## src/rtl/mpsoc_wb_fifo_ctrl_if.sv

```systemverilog
// Push/pop and RAM-side signal bundle for the Wishbone UART FIFO controller.
// master: UART core, register file and RAM side; slave: the pointer/flag controller.
interface mpsoc_wb_fifo_ctrl_if #(
    parameter int ADDR_WIDTH = 4,
    parameter int DATA_WIDTH = 8
);
    logic                  push;
    logic [DATA_WIDTH-1:0] push_data;
    logic                  pop;
    logic [DATA_WIDTH-1:0] pop_data;
    logic                  clear;
    logic                  ovr_clr;
    logic                  ram_we;
    logic [ADDR_WIDTH-1:0] ram_waddr;
    logic [DATA_WIDTH-1:0] ram_wdata;
    logic [ADDR_WIDTH-1:0] ram_raddr;
    logic [DATA_WIDTH-1:0] ram_rdata;
    logic [ADDR_WIDTH:0]   count;
    logic                  empty;
    logic                  full;
    logic                  overrun;
    logic                  level_hit;
    logic [1:0]            trig_lvl;

    modport master (
        output push, push_data, pop, clear, ovr_clr, trig_lvl, ram_rdata,
        input  pop_data, ram_we, ram_waddr, ram_wdata, ram_raddr,
               count, empty, full, overrun, level_hit
    );

    modport slave (
        input  push, push_data, pop, clear, ovr_clr, trig_lvl, ram_rdata,
        output pop_data, ram_we, ram_waddr, ram_wdata, ram_raddr,
               count, empty, full, overrun, level_hit
    );
endinterface

```

## src/rtl/mpsoc_wb_fifo_ctrl.sv

```systemverilog
// Circular-FIFO pointer/flag controller driving an external sync-write/async-read RAM.
// Optional level trigger output enabled by defining MPSOC_WB_FIFO_TRIGGER_EN.
module mpsoc_wb_fifo_ctrl #(
    parameter int ADDR_WIDTH = 4,
    parameter int DATA_WIDTH = 8
) (
    input  logic                 clk,
    input  logic                 rst_n,
    mpsoc_wb_fifo_ctrl_if.slave  bus
);
    localparam int                  DEPTH   = 1 << ADDR_WIDTH;
    localparam logic [ADDR_WIDTH:0] DEPTH_C = (ADDR_WIDTH + 1)'(DEPTH);

    logic [ADDR_WIDTH-1:0] wr_ptr;
    logic [ADDR_WIDTH-1:0] rd_ptr;
    logic [ADDR_WIDTH:0]   count;
    logic [ADDR_WIDTH:0]   count_next;
    logic                  overrun;
    logic                  empty;
    logic                  full;
    logic                  push_ok;
    logic                  pop_ok;
    logic                  push_drop;
    logic [DATA_WIDTH-1:0] wdata;

    assign empty     = (count == '0);
    assign full      = (count == DEPTH_C);
    // A pop in the same cycle frees the head slot, so a full FIFO still accepts the push.
    assign push_ok   = bus.push & (~full | bus.pop) & ~bus.clear;
    assign pop_ok    = bus.pop & ~empty & ~bus.clear;
    assign push_drop = bus.push & full & ~bus.pop & ~bus.clear;

    always_comb begin
        count_next = count;
        if (bus.clear)
            count_next = '0;
        else
            count_next = count + (ADDR_WIDTH + 1)'(push_ok) - (ADDR_WIDTH + 1)'(pop_ok);
    end

    always_ff @(posedge clk or negedge rst_n) begin
        if (!rst_n) begin
            wr_ptr  <= '0;
            rd_ptr  <= '0;
            count   <= '0;
            overrun <= 1'b0;
        end else begin
            count <= count_next;
            if (bus.clear) begin
                wr_ptr  <= '0;
                rd_ptr  <= '0;
                overrun <= 1'b0;
            end else begin
                wr_ptr <= wr_ptr + ADDR_WIDTH'(push_ok);
                rd_ptr <= rd_ptr + ADDR_WIDTH'(pop_ok);
                if (push_drop)
                    overrun <= 1'b1;
                else if (bus.ovr_clr)
                    overrun <= 1'b0;
            end
        end
    end

    assign wdata         = bus.push_data;
    assign bus.ram_wdata = wdata;
    // Write strobe is held off asynchronously while reset is asserted.
    assign bus.ram_we    = push_ok & rst_n;
    assign bus.ram_waddr = wr_ptr;
    assign bus.ram_raddr = rd_ptr;
    assign bus.pop_data  = bus.ram_rdata;
    assign bus.count     = count;
    assign bus.empty     = empty;
    assign bus.full      = full;
    assign bus.overrun   = overrun;

`ifdef MPSOC_WB_FIFO_TRIGGER_EN
    function automatic logic [ADDR_WIDTH:0] trig_threshold(input logic [1:0] lvl);
        logic [ADDR_WIDTH:0] thr;
        case (lvl)
            2'b00:   thr = (ADDR_WIDTH + 1)'(1);
            2'b01:   thr = (ADDR_WIDTH + 1)'(DEPTH / 4);
            2'b10:   thr = (ADDR_WIDTH + 1)'(DEPTH / 2);
            default: thr = (ADDR_WIDTH + 1)'(DEPTH - 2);
        endcase
        return thr;
    endfunction

    logic level_hit;

    // Compared against the post-edge occupancy so the flag tracks count without lag.
    always_ff @(posedge clk or negedge rst_n) begin
        if (!rst_n)
            level_hit <= 1'b0;
        else if (bus.clear)
            level_hit <= 1'b0;
        else
            level_hit <= (count_next >= trig_threshold(bus.trig_lvl));
    end

    assign bus.level_hit = level_hit;
`else
    assign bus.level_hit = 1'b0;
`endif
endmodule

```

## src/flat_wrapper.sv

```systemverilog
// flat-port wrapper written by rule: the top's interface ports become plain ports
module mpsoc_wb_fifo_ctrl_flat 
#(
    parameter int ADDR_WIDTH = 4,
    parameter int DATA_WIDTH = 8
)
  (clk, rst_n, bus_push, bus_push_data, bus_pop, bus_clear, bus_ovr_clr, bus_trig_lvl, bus_ram_rdata, bus_pop_data, bus_ram_we, bus_ram_waddr, bus_ram_wdata, bus_ram_raddr, bus_count, bus_empty, bus_full, bus_overrun, bus_level_hit);
  mpsoc_wb_fifo_ctrl_if #(.ADDR_WIDTH(ADDR_WIDTH), .DATA_WIDTH(DATA_WIDTH)) bus_i ();
  input  logic clk;
  input  logic rst_n;
  input wire logic [$bits(bus_i.push)-1:0] bus_push;
  input wire logic [$bits(bus_i.push_data)-1:0] bus_push_data;
  input wire logic [$bits(bus_i.pop)-1:0] bus_pop;
  input wire logic [$bits(bus_i.clear)-1:0] bus_clear;
  input wire logic [$bits(bus_i.ovr_clr)-1:0] bus_ovr_clr;
  input wire logic [$bits(bus_i.trig_lvl)-1:0] bus_trig_lvl;
  input wire logic [$bits(bus_i.ram_rdata)-1:0] bus_ram_rdata;
  output wire logic [$bits(bus_i.pop_data)-1:0] bus_pop_data;
  output wire logic [$bits(bus_i.ram_we)-1:0] bus_ram_we;
  output wire logic [$bits(bus_i.ram_waddr)-1:0] bus_ram_waddr;
  output wire logic [$bits(bus_i.ram_wdata)-1:0] bus_ram_wdata;
  output wire logic [$bits(bus_i.ram_raddr)-1:0] bus_ram_raddr;
  output wire logic [$bits(bus_i.count)-1:0] bus_count;
  output wire logic [$bits(bus_i.empty)-1:0] bus_empty;
  output wire logic [$bits(bus_i.full)-1:0] bus_full;
  output wire logic [$bits(bus_i.overrun)-1:0] bus_overrun;
  output wire logic [$bits(bus_i.level_hit)-1:0] bus_level_hit;
  assign bus_i.push = bus_push;
  assign bus_i.push_data = bus_push_data;
  assign bus_i.pop = bus_pop;
  assign bus_i.clear = bus_clear;
  assign bus_i.ovr_clr = bus_ovr_clr;
  assign bus_i.trig_lvl = bus_trig_lvl;
  assign bus_i.ram_rdata = bus_ram_rdata;
  assign bus_pop_data = bus_i.pop_data;
  assign bus_ram_we = bus_i.ram_we;
  assign bus_ram_waddr = bus_i.ram_waddr;
  assign bus_ram_wdata = bus_i.ram_wdata;
  assign bus_ram_raddr = bus_i.ram_raddr;
  assign bus_count = bus_i.count;
  assign bus_empty = bus_i.empty;
  assign bus_full = bus_i.full;
  assign bus_overrun = bus_i.overrun;
  assign bus_level_hit = bus_i.level_hit;
  mpsoc_wb_fifo_ctrl #(.ADDR_WIDTH(ADDR_WIDTH), .DATA_WIDTH(DATA_WIDTH)) u_core (.clk(clk), .rst_n(rst_n), .bus(bus_i));
endmodule
```

## config.mk

```make
export PLATFORM = sky130hd
export DESIGN_NAME = mpsoc_wb_fifo_ctrl_flat
export DESIGN_NICKNAME = d
export VERILOG_FILES = /design/src/rtl/mpsoc_wb_fifo_ctrl_if.sv /design/src/rtl/mpsoc_wb_fifo_ctrl.sv /design/src/flat_wrapper.sv
export SDC_FILE = /design/constraint.sdc
export NUM_CORES = 1
export LEC_CHECK = 0
export CAP_MARGIN = 20
export CORE_MARGIN = 3
export CORE_UTILIZATION = 37
export DETAILED_ROUTE_END_ITERATION = 12
export PLACE_DENSITY_LB_ADDON = 0.08
export SLEW_MARGIN = 30
export SYNTH_ARGS = -nofsm -noshare
export SYNTH_HDL_FRONTEND = slang
export SYNTH_SLANG_ARGS = --single-unit
export TNS_END_PERCENT = 5
```

## constraint.sdc

```tcl
create_clock -name clk -period 3.4 [get_ports clk]
set_input_delay 0.85 -clock clk [delete_from_list [all_inputs] [get_ports clk]]
set_output_delay 0.85 -clock clk [all_outputs]
set_load 0.005 [all_outputs]
```

==> results by stage <==
Pwr:
- In this run, the clock network consumes 17.2% of the power.
- The static leakage is 0.524 nW.
- In this run, flip-flops and latches consume 33.1% of the power.
- The combinational group share of total power is 49.7%.
- The internal power component is 0.460 mW.
- IR analysis of the VDD net gives a maximum drop of 0.464 mV.
- For this design the ratio of total power to cell area is 613 nW/um2.
- The switching part of the total is 34.5%.
- Summed over all nets, the switching power comes to 0.242 mW.

Logic synthesis:
- In the synthesized netlist, the cells that appear most often are buf_4, dfrtp_1, ha_1, nor2_1, inv_1.
- Counting every instance in the synthesized netlist gives 93.
- The top cell type by total area after synthesis is dfrtp_1.
- The most used flip-flop cell after synthesis is dfrtp_1.
- The proportion of register bits with asynchronous set or reset after synthesis is 100%.
- When the netlist entered floorplanning its net count stood at 128.
- By area the synthesized netlist is led by dfrtp_1, buf_4, ha_1.
- Yosys mapped a number of flops with a built-in enable equal to 0.
- Counting flops and latches in the post-synthesis netlist gives 14.
- The count of warnings emitted by yosys is 0.
- The share of the synthesized area in the top cell type is 36.2%.
- The most common cell in the netlist is buf_4.
- The post-synthesis cell type count is 23.
- A synthesized cell averages 10.4 um2.
- The sequential-to-total area share from yosys stat is 36.2%.
- The cell area after synthesis is 968 um2.

Clocking:
- The clock latency on the worst-skew pair is 280 ps.
- After clock tree synthesis, the clock-pin slew on the worst setup and hold paths is 90 ps.
- The post-CTS setup buffer count is 0.
- TritonCTS created 3 clock buffers.
- CTS built an H-tree with a depth of 1.
- The maximum clock path buffer count is 2.
- After clock tree synthesis, the flow added hold-fix buffers numbering 0.
- The number of clock sinks seen by CTS is 14.
- The clock root buffer is clkbuf_4.
- The number of instances resized during post-cts repair is 0.
- TritonCTS built the clock tree.

Die:
- The floorplan step defined a core boundary enclosing 2340 um2.
- The floorplan step set the die height to 57.2 um.
- The die is 57.2 um wide.
- The die covers 3270 um2.
- The number of top-level pins is 58.
- The site row count is 17.
- The starting density of the core is 41.4%.

Route:
- The average vias per placed instance is 4.87.
- The total DRC errors in the routed layout is 0.
- The count of routing violations after the opening detailed-route iteration is 3.
- Dividing the detail-routed wire length by the instance count gives 13.0 um.
- In this run the top signal layer used is met4.
- The post-route met1 wirelength is 785 um.
- The count of nets left with antenna violations once routing finished came out at 0.
- The routed layout has 638 vias.
- The pre-antenna-repair detailed-routing pass consisted of 2 iterations.
- The routed wire length on met3 is 131 um.
- Wire segments on met2 add up to 760 um in the final route.
- Wires add up to 1.70 mm.

Layout:
- The fraction of final layout cells with drive strength greater than 1 is 12.6%.
- The repair_antennas step left the layout with diodes totalling 0.
- The number of filler instances in the final layout is 234.
- The synthesis-to-layout area growth is 18.2%.
- The net total in the final layout is 139.

Setup path:
- The number of cells on the worst reg-to-reg path is 12.
- Setup slack on the worst reg-to-reg path comes out at 630 ps.
- The endpoint of the worst setup timing path is bus_ram_we.
- The element type at the critical path start is a primary input.
- The critical path launch point is bus_pop.
- The worst-path maximum fanout is 3.
- For the worst setup path, the data required time is 2550 ps.
- The worst register-to-register path begins at u_core.bus.count[3].
- The critical path in this run is classified as in2out.
- For the worst setup path, the data arrival time is 2360 ps.
- The kind of capture point of the worst setup path is a primary output.
- The destination of the worst register-to-register timing path is u_core.bus.count[4].

Global routing:
- The initial antenna violation count is 0.
- The global-route congestion overflow total is 0.
- Across every metal layer, demand over resource in global routing totals 11.1%.
- The first-pass GRT wire length is 2.82 mm.
- The via count of the first global-routing pass was 621.
- The pin count of the biggest net entering global routing is 20.

Timing:
- The final max-slew violation count is 0.
- The minimum hold slack is 512 ps.
- The worst path meets setup with 185 ps of slack.
- The post-layout minimum cycle time is 3210 ps.
- The setup total negative slack is 0 ps.
- The number of endpoints with negative hold slack in the final report was 0.
- After layout, the worst path uses 94.5% of the clock period.
- Setup repair after global routing left no endpoint under its margin.
- Static timing analysis puts the maximum clock frequency at 311 MHz.
- Setup violations remaining at the end of the flow were counted as 0.
- For the final database, setup skew stands at 2.27 ps.

Place:
- At the placement stage, the worst setup path has a slack of 115 ps.
- The detailed placement HPWL is 1.32 mm.
- Port buffering added 22 buffers.
- The final weighted congestion in routability-driven placement is 0.741.

Job:
- The number of max-cap violations is 0.

Min path:
- The path type of the worst min-delay path is reg2reg.

Run status:
- The flow ran to the end, and the final reports show no timing, DRC or antenna violations.
==> power groups by stage <==
stage	Sequential, mW	Clock (mW)	Combinational, mW
CTS	0.234	0.129	0.357
detailed placement	0.237	0	0.353
finish	0.232	0.121	0.349
floorplan	0.234	0	0.230
global placement	0.237	0	0.350
global route	0.240	0.135	0.398
==> layout make-up <==
cell class	count	area, um2	area share (%)
Multi-Input combinational cell	53	454	39.7
Sequential cell	14	350	30.6
Timing Repair Buffer	25	243	21.2
Clock buffer	4	36.3	3.17
Tap cell	28	35.0	3.06
Inverter	7	26.3	2.30
==> critical path, cell delays in order <==
cell             delay, ps
clkdlybuf4s50_1        510
and2b_4                220
nor4bb_4               250
clkdlybuf4s50_1        530
==> metal layers <==
| layer | track usage (%) | vias up |
|---|---|---|
| met5 | 0 | - |
| met2 | 16.8 | 39 |
| met1 | 14.7 | 285 |
| met3 | 2.71 | 6 |
| li1 | - | 308 |
| met4 | 5.63 | 0 |
==> state kept, by name, summed over array words and instances, names as in the netlist <==
register / flops
u_core.bus.count: 5
u_core.bus.ram_raddr: 4
u_core.bus.ram_waddr: 4
u_core.bus.overrun: 1
==> kinds of logic (layout without fill, tap and decap cells) <==
family,after synthesis,count (layout),share of synthesized area [%]
AO/OA/AOI/OAI,7,7,5.68
XOR/XNOR,6,6,5.43
adder cells (fa/ha/maj),11,11,15.0
buffers and inverters,26,36,16.9
flip-flops,14,14,36.2
other,1,1,0.387
AND/OR/NAND/NOR,28,28,20.4
==> cell usage in the layout, fill, tap and decap left out, types with 2 or more instances in the layout <==
| master | n |
|---|---|
| inv_1 | 7 |
| nor4bb_4 | 2 |
| nand3_1 | 3 |
| clkdlybuf4s50_1 | 22 |
| buf_4 | 3 |
| ha_1 | 10 |
| a21oi_1 | 3 |
| xnor2_1 | 3 |
| nand2b_1 | 3 |
| clkbuf_4 | 3 |
| nor2_1 | 10 |
| nor2b_1 | 6 |
| xor2_1 | 3 |
| dfrtp_1 | 14 |
==> worst min-delay path by stage <==
stage / slack (ps) / start / endpoint / depth (start not counted)
CTS: 520 / u_core.bus.overrun / u_core.bus.overrun / 1
detailed placement: 490 / u_core.bus.overrun / u_core.bus.overrun / 1
global placement: 480 / u_core.bus.overrun / u_core.bus.overrun / 1
floorplan: 490 / u_core.bus.overrun / u_core.bus.overrun / 1
global route: 540 / u_core.bus.overrun / u_core.bus.overrun / 1
finish: 510 / u_core.bus.overrun / u_core.bus.overrun / 1
==> stage by stage <==
stage	utilization (%)	power [mW]	area (um2)	std cells
floorplan	-	0.464	968	93
global placement	47.4	0.587	1110	127
detailed placement	47.4	0.590	1110	127
CTS	48.9	0.720	1140	131
global route	48.9	0.772	1140	131
finish	48.9	0.702	1140	131
Power figures use the tool's default switching activity.
